## src/rtl/pipe_ctrl_pkg.sv

```systemverilog
// Shared stall-vector indices, controller states and a stall-mask helper for pipe_ctrl.
// Stall bit i = 1 holds that stage register; higher stages imply all younger ones are held too.
package pipe_ctrl_pkg;

    localparam int STALL_W     = 6;
    localparam int STALL_PC    = 0;
    localparam int STALL_IFID  = 1;
    localparam int STALL_IDEX  = 2;
    localparam int STALL_EXMEM = 3;
    localparam int STALL_WB    = 4;

    typedef enum logic {
        PCTL_RUN   = 1'b0,
        PCTL_REDIR = 1'b1
    } pctl_state_t;

    // Mask holding every stage from the PC up to and including stage 'top'.
    function automatic logic [STALL_W-1:0] stall_upto(input int top);
        logic [STALL_W-1:0] v;
        v = '0;
        for (int i = 0; i < STALL_W; i++) begin
            if (i <= top) v[i] = 1'b1;
        end
        return v;
    endfunction

endpackage

```

## src/rtl/pipe_ctrl_perf.sv

```systemverilog
// Stall-cycle and accepted-redirect counters; one cycle from enable to count, no backpressure.
// Counters wrap freely; synchronous active-high reset clears both.
module pipe_ctrl_perf #(
    parameter int CNT_W = 32
) (
    input  logic             clk,
    input  logic             rst,
    input  logic             stall_en,
    input  logic             flush_en,
    output logic [CNT_W-1:0] stall_cnt,
    output logic [CNT_W-1:0] flush_cnt
);

    always_ff @(posedge clk) begin
        if (rst) begin
            stall_cnt <= '0;
            flush_cnt <= '0;
        end else begin
            if (stall_en) stall_cnt <= stall_cnt + CNT_W'(1);
            if (flush_en) flush_cnt <= flush_cnt + CNT_W'(1);
        end
    end

endmodule

```

## src/rtl/pipe_ctrl.sv

```systemverilog
// Pipeline stall/flush controller: stall and flush strobes are combinational, redirect is registered (1 cycle).
// Redirect request to IF is held stable until redirect_ready; a branch behind a MEM stall waits for EX release.
module pipe_ctrl
    import pipe_ctrl_pkg::*;
#(
    parameter int XLEN  = 32,
    parameter int CNT_W = 32
) (
    input  logic               clk,
    input  logic               rst,
    input  logic               stallreq_if,
    input  logic               stallreq_id,
    input  logic               stallreq_mem,
    input  logic               ex_branch_flag,
    input  logic [XLEN-1:0]    ex_branch_target,
    input  logic               redirect_ready,
    output logic [STALL_W-1:0] stall,
    output logic               flush_ifid,
    output logic               flush_idex,
    output logic               redirect_valid,
    output logic [XLEN-1:0]    redirect_pc,
    output logic [CNT_W-1:0]   stall_cnt,
    output logic [CNT_W-1:0]   flush_cnt
);

    pctl_state_t        state;
    pctl_state_t        state_nx;
    logic [STALL_W-1:0] req_stall;
    logic               br_accept;
    logic               redir_done;

    always_comb begin
        req_stall  = '0;
        stall      = '0;
        flush_ifid = 1'b0;
        flush_idex = 1'b0;
        br_accept  = 1'b0;
        redir_done = 1'b0;
        state_nx   = state;

        if (stallreq_mem)     req_stall = stall_upto(STALL_WB);
        else if (stallreq_id) req_stall = stall_upto(STALL_IDEX);
        else if (stallreq_if) req_stall = stall_upto(STALL_IFID);

        // A branch sitting in a held EX stage is re-presented once MEM lets go.
        br_accept = (state == PCTL_RUN) && ex_branch_flag && !req_stall[STALL_EXMEM];

        if (br_accept) begin
            // The load-use stall is moot: the instruction in ID is on the wrong path.
            stall      = stallreq_if ? stall_upto(STALL_IFID) : '0;
            flush_ifid = 1'b1;
            flush_idex = 1'b1;
            state_nx   = PCTL_REDIR;
        end else begin
            stall      = req_stall;
            flush_idex = stallreq_id && !stallreq_mem;
            flush_ifid = stallreq_if && !stallreq_id && !stallreq_mem;
        end

        if (state == PCTL_REDIR) begin
            flush_ifid = 1'b1;
            if (redirect_ready) begin
                redir_done = 1'b1;
                state_nx   = PCTL_RUN;
            end
        end

        if (rst) begin
            stall      = '0;
            flush_ifid = 1'b0;
            flush_idex = 1'b0;
            br_accept  = 1'b0;
            redir_done = 1'b0;
            state_nx   = PCTL_RUN;
        end
    end

    always_ff @(posedge clk) begin
        if (rst) begin
            state          <= PCTL_RUN;
            redirect_valid <= 1'b0;
            redirect_pc    <= '0;
        end else begin
            state <= state_nx;
            if (br_accept) begin
                redirect_valid <= 1'b1;
                redirect_pc    <= ex_branch_target;
            end else if (redir_done) begin
                redirect_valid <= 1'b0;
            end
        end
    end

    pipe_ctrl_perf #(
        .CNT_W (CNT_W)
    ) u_perf (
        .clk       (clk),
        .rst       (rst),
        .stall_en  (stall[STALL_PC]),
        .flush_en  (redir_done),
        .stall_cnt (stall_cnt),
        .flush_cnt (flush_cnt)
    );

`ifndef SYNTHESIS
    // ID/EX holds a bubble while redirecting, so EX cannot legitimately resolve a branch.
    a_no_branch_in_redir: assert property (
        @(posedge clk) disable iff (rst) (state == PCTL_REDIR) |-> !ex_branch_flag
    ) else $error("pipe_ctrl: ex_branch_flag raised during REDIR");
`endif

endmodule

```

## config.mk

```make
export PLATFORM = sky130hd
export DESIGN_NAME = pipe_ctrl
export DESIGN_NICKNAME = d
export VERILOG_FILES = /design/src/rtl/pipe_ctrl_pkg.sv /design/src/rtl/pipe_ctrl_perf.sv /design/src/rtl/pipe_ctrl.sv
export SDC_FILE = /design/constraint.sdc
export NUM_CORES = 1
export LEC_CHECK = 0
export BUFFER_PORTS_ARGS = -buffer_cell sky130_fd_sc_hd__buf_2
export CORE_AREA = 2 2 97 99
export DETAILED_ROUTE_END_ITERATION = 8
export DIE_AREA = 0 0 99 101
export GPL_ROUTABILITY_DRIVEN = 0
export PLACE_DENSITY_LB_ADDON = 0.1
export SKIP_CTS_REPAIR_TIMING = 1
export SLEW_MARGIN = 10
export SYNTH_ARGS = -nofsm -noshare
export SYNTH_HDL_FRONTEND = slang
export SYNTH_SLANG_ARGS = --single-unit
```

## constraint.sdc

```tcl
create_clock -name clk -period 2.2 [get_ports clk]
set_clock_uncertainty 0.2 [all_clocks]
set_input_delay 0.11 -clock clk [delete_from_list [all_inputs] [get_ports clk]]
set_output_delay 0.11 -clock clk [all_outputs]
set_load 0.05 [all_outputs]
```

==> flow_summary.yaml, run 1 <==
finish:
  finalCoreUtilization_pct: 64.4
  final_layout_size_suffix_gt1_share_pct: 31.1
  n_antenna_cell: 0
  area.growth.synth_to_final_pct: 33.0
  fin_nets: 731
  fin_cells: 806
cts:
  cts.clk_slew.worst_paths_ns: 0.10
  total_clock_buffers_created_by_cts: 9
  clock-root-buffer: "clkbuf_8"
  cts.htree.levels: 3
  tritoncts: "done"
  insertion_delay_ns: 0.35
  clkSinkCount: 98
  clock_path_buffers: 2
placed_design:
  hpwlAfterDp_mm: 7.68
  placed_cells: 757
  port_buffers: 142
synthesis:
  synth-warning-count: 0
  synth_top_flop_cell: "dfxtp_1"
  synth_register_bits: 98
  synth_edf_count: 0
  syn_area_per_cell_um2: 8.42
  async_flop_share_pct: 0
  number_of_nets_in_the_synthesized_netlist: 557
  synth-seq-area-share_pct: 45.1
  library_cells_used_by_synthesis: 44
  synth_cells: 516
  mappedNetlistArea_mm2: 0.00435
grt:
  via_count_of_the_first_global_routing_pass: 3780
  grt_first_pass_wirelength_mm: 18.1
  largest_net_degree_at_the_start_of_global_routing: 47
  globalRouteTotalUtil_pct: 21.9
  number_of_antenna_violations_at_the_first_check_in_global_routing: 0
  globalRouteOverflowTotal: 0
timing:
  period_needed_ns: 2.01
  fin_worst_hold_slack_ns: 0.0970
  report.final.slew_viol_count: 0
  unrepaired_setup_endpoints_after_global_routing: "no"
  achievable-frequency_mhz: 496
  number_of_endpoints_with_negative_hold_slack_in_the_final_report: 0
  finalSetupViolCount: 0
  timing.final.crit_share_pct: 91.6
  setup_total_negative_slack_ns: 0
worst_hold_path:
  hp-class: "primary input to flop"
  whs_path_depth: 3
detailed_routing:
  route.antenna.remaining_nets: 0
  routed-via-count: 4176
  dr.first_iter.drc_count: 115
  route.detailed.vias_per_inst: 5.18
  drc: 0
  drt-wirelength-per-cell_um: 14.0
  detailedRoute.firstPassIterationCount: 4
  drt-total-wl_mm: 11.3
setup_path:
  worstPathArrival_ns: 1.70
  crit_path_max_incr_delay_ns: 0.36
  worst_setup_path_end_kind: "output pin"
  critical_path.max_fanout: 35
  critical-path-slowest-cell: "buf_4"
  startpoint_type_of_the_worst_setup_path: "flop"
  worstRegToRegCells: 5
  critPathKind: "flop to output pin"
  cp_data_required_time_ns: 1.89
  worstPathCellList: "nand2b_1, buf_4, a21oi_1, nor2_1, buf_2"
floorplanning:
  die_area_mm2: 0.0100
  initial_utilization_pct: 48.4
  dieHeight_um: 101
  placement_rows: 35
  total_core_area_mm2: 0.00898
  floorplan.io_pins: 144
  die_w_um: 99
flow_run:
  max_cap_viol_count: 0
power_and_ir_drop:
  power_density_mw_per_mm2: 621
  p_leak_nw: 2.58
  power.total_mw: 3.59
  irDropWorstVdd_v: 0.000357
outcome:
  status: "complete, no violations"
## metal layers
layer	track usage [%]	part of all wire [%]	up-vias
li1	-	-	2124
met1	28.6	45	1924
met2	34.8	48	120
met3	7.91	6.8	8
met4	5.06	0.62	0
met5	0	0	-
## cell usage in the layout (no fill, tap or decap), types with 2 or more instances in the layout
cell type,Yosys,routed
nor2_1,69,68
bufinv_16,0,2
inv_1,10,10
o211ai_1,32,32
and2_1,2,2
or4_1,4,4
nor4_1,4,4
nand3_1,23,23
dlygate4sd3_1,0,33
xnor2_1,23,23
clkbuf_8,0,10
clkinvlp_4,0,2
buf_2,5,142
nand2_1,90,90
a21oi_1,12,12
dfxtp_1,98,76
nor3_1,7,6
or3_1,6,6
o21ai_0,7,7
nand3b_1,2,2
and4_1,5,5
clkbuf_1,16,2
a31o_2,2,2
ha_1,2,2
xor2_1,29,29
and3_1,6,6
nor4_2,7,7
buf_4,4,19
o31ai_1,3,3
nand4_1,25,25
dfxtp_2,0,22
## cell usage after synthesis, types with 5 or more instances
cell type / number / share of area (%)
nor3_1: 7 / 0.81
nand3_1: 23 / 2.6
inv_1: 10 / 0.86
o211ai_1: 32 / 5.5
xnor2_1: 23 / 4.6
and4_1: 5 / 1.0
xor2_1: 29 / 5.8
buf_2: 5 / 0.58
clkbuf_1: 16 / 1.4
nand2_1: 90 / 7.8
nor2_1: 69 / 6.0
nand4_1: 25 / 3.6
dfxtp_1: 98 / 45
or3_1: 6 / 0.86
nor4_2: 7 / 2.0
and3_1: 6 / 0.86
o21ai_0: 7 / 0.81
a21oi_1: 12 / 1.4
## layout make-up
cell class	instances	area [um2]
fillers	776	3200
multi-input cells	376	2200
flip-flops and latches	98	1990
repair buffers	194	1180
clock buffers	12	145
well taps	111	139
clock inverters	4	75.1
inverters	11	41.3
## report_power, final
group	internal (mW)	switching, mW	total, mW
Clock	0.674	0.626	1.30
Sequential	1.81	0.0258	1.84
Combinational	0.140	0.311	0.451
## through the flow
stage	area (um2)	worst slack, ns
finish	5780	0.185
global route	5780	0.0268
CTS	5450	0.141
detailed placement	5230	0.184
global placement	5230	0.256
floorplan	4380	0.00777
## flip-flops by register name, indices dropped and copies added, names as in the netlist
signal	cells
u_perf.stall_cnt	32
state	1
redirect_pc	32
redirect_valid	1
u_perf.flush_cnt	32
## path summary, 6_finish.rpt
path,startpoint,to,slack [ns]
setup / recovery,state,stall[2],0.19
hold / removal,rst,u_perf.flush_cnt[5],0.1
setup reg to reg,u_perf.stall_cnt[19],u_perf.stall_cnt[27],0.20
hold reg to reg,u_perf.flush_cnt[1],u_perf.flush_cnt[1],0.29
## critical path, delay by kind of cell (launching register included)
| kind | cells | cell delay, ns |
|---|---|---|
| simple gates | 2 | 0.26 |
| flops | 1 | 0.33 |
| buf+inv | 2 | 0.64 |
| compound gates | 1 | 0.12 |
## cells by family after synthesis
kind of cell	after synthesis	synth area share, %
flops	98	45.1
fa+ha+maj	2	0.576
buf+inv	42	4.46
simple gates	261	29.8
mux	1	0.230
compound gates	59	9.24
xor+xnor	52	10.5
other cells	1	0.0863
Power figures use the tool's default switching activity.
==> run 2: changes to the inputs <==
--- a/config.mk
+++ b/config.mk
@@ -11,6 +11,7 @@
 export DIE_AREA = 0 0 99 101
 export GPL_ROUTABILITY_DRIVEN = 0
 export PLACE_DENSITY_LB_ADDON = 0.1
+export SETUP_SLACK_MARGIN = 0.4
 export SKIP_CTS_REPAIR_TIMING = 1
 export SLEW_MARGIN = 10
 export SYNTH_ARGS = -nofsm -noshare
==> flow_summary.yaml, run 2 (synthesized netlist as in run 1, its figures left out) <==
outcome:
  status: "complete, no violations"
floorplanning:
  die_area_mm2: 0.0100
  initial_utilization_pct: 48.4
  total_core_area_mm2: 0.00898
  die_w_um: 99
  dieHeight_um: 101
  placement_rows: 35
  floorplan.io_pins: 144
power_and_ir_drop:
  power_density_mw_per_mm2: 529
  irDropWorstVdd_v: 0.000327
  p_leak_nw: 2.93
  power.total_mw: 3.39
grt:
  gr_layer_usage_met3_pct: 7.98
  grt_first_pass_wirelength_mm: 18.2
  groute.layer.met2.usage_pct: 33.7
  largest_net_degree_at_the_start_of_global_routing: 37
  number_of_antenna_violations_at_the_first_check_in_global_routing: 0
  via_count_of_the_first_global_routing_pass: 3807
  globalRouteMet1Util_pct: 29.1
  globalRouteTotalUtil_pct: 21.9
  globalRouteOverflowTotal: 0
  grt_busiest_layer: "met2"
finish:
  fin_cells: 833
  fin_nets: 758
  finalCoreUtilization_pct: 71.4
  most_common_library_cell_in_the_layout_ignoring_fill_and_taps: "buf_2"
  n_fill_cell: 665
  multi_input_area_mm2: 0.00251
  ff_latch_area_mm2: 0.00210
  most_frequent_cells_in_the_layout: "buf_2, nand2_1, nor2_1, dfxtp_1, dlygate4sd3_1"
  final_layout_size_suffix_gt1_share_pct: 42.2
  final_design_area_no_fill_mm2: 0.00641
  largest_registers: "redirect_pc (32), u_perf.flush_cnt (32), u_perf.stall_cnt (32)"
  n_antenna_cell: 0
  area.growth.synth_to_final_pct: 47.6
worst_hold_path:
  whs_endpoint: "u_perf.flush_cnt[1]"
  whs_path_depth: 4
  min_from: "redirect_ready"
  hp-class: "primary input to flop"
cts:
  clkSinkCount: 98
  cts.htree.levels: 3
  insertion_delay_ns: 0.36
  total_clock_buffers_created_by_cts: 9
  cts.clk_slew.worst_paths_ns: 0.09
  clock-root-buffer: "clkbuf_8"
  tritoncts: "done"
  clock_path_buffers: 2
setup_path:
  crit_path_max_incr_delay_ns: 0.40
  startpoint_type_of_the_worst_setup_path: "flop"
  critical-path-slowest-cell: "a221o_1"
  worst_setup_path_end_kind: "output pin"
  critPathKind: "flop to output pin"
  cp_common_cell: "buf_6"
  worstPathArrival_ns: 1.60
  cp_data_required_time_ns: 1.89
  rr_startpoint: "u_perf.stall_cnt[0]"
  worstRegToRegCells: 8
  setup.reg_to_reg.worst_slack_ns: 0.30
  timing.rr.end: "u_perf.stall_cnt[26]"
  worstPathCellList: "nand2b_4, a221o_1, buf_6, buf_6"
  critical_path.max_fanout: 6
timing:
  layout_setup_ws_ns: 0.295
  unrepaired_setup_endpoints_after_global_routing: "yes"
  achievable-frequency_mhz: 525
  finalSetupViolCount: 0
  report.final.slew_viol_count: 0
  fin_worst_hold_slack_ns: 0.0378
  period_needed_ns: 1.91
  timing.final.crit_share_pct: 86.6
  number_of_endpoints_with_negative_hold_slack_in_the_final_report: 0
  setup_total_negative_slack_ns: 0
placed_design:
  postPlaceCellArea_mm2: 0.00544
  hpwlAfterDp_mm: 7.94
  placed_cells: 753
  port_buffers: 142
  place_worst_setup_slack_ns: 0.223
detailed_routing:
  routed-via-count: 4447
  drc: 0
  route.antenna.remaining_nets: 0
  route.detailed.vias_per_inst: 5.34
  dr.first_iter.drc_count: 143
  drt-total-wl_mm: 12.4
  detailedRoute.firstPassIterationCount: 6
  drt-wirelength-per-cell_um: 14.9
flow_run:
  max_cap_viol_count: 0
run 2: cell count changes in the layout (fill, tap and decap cells not counted), moves of 4 or more:
cell / delta
dfxtp_1: -34
dfxtp_4: +29
buf_6: +14
buf_4: +13
nor4_4: +10
nor4_2: -7
dfxtp_2: +5
nand3_1: -5
nand3_2: +5
nor3_1: -5
nor2_1: -4
nor2_4: +4
run 2: how the worst max path moves through the flow:
stage / to / from / depth (start not counted)
2_1_floorplan: u_perf.flush_cnt[12] / u_perf.flush_cnt[1] / 6
3_3_place_gp: u_perf.flush_cnt[26] / u_perf.flush_cnt[1] / 6
3_5_place_dp: u_perf.flush_cnt[26] / u_perf.flush_cnt[0] / 6
4_1_cts: stall[2] / state / 5
5_1_grt: u_perf.stall_cnt[26] / u_perf.stall_cnt[0] / 8
6_report: stall[0] / state / 4
run 2: layout make-up:
cell class	instances	area share, %
Multi-Input combinational cell	378	39.1
Sequential cell	98	32.8
Timing Repair Buffer	219	22.5
Tap cell	111	2.17
Clock buffer	10	2.15
Clock inverter	6	0.644
Inverter	11	0.644
run 2: routing by layer:
layer  vias to the layer above  wire length, um
li1                       2182                -
met5                         -                0
met4                         0              136
met3                        13             1060
met1                      2092             5320
met2                       160             5880
run 2: power by group:
group,leakage (nW),internal (mW),switching (mW),total [mW]
clock,0.0863,0.443,0.638,1.08
combinational,2.02,0.173,0.329,0.502
sequential,0.831,1.78,0.0295,1.81
total,2.93,2.40,0.997,3.39
run 2: worst max-delay path, delay by kind of cell (launching register included):
kind                   cells  cell delay, ns
AO/OA/AOI/OAI              1            0.40
buffers and inverters      2            0.32
flip-flops                 1            0.37
AND/OR/NAND/NOR            1            0.16
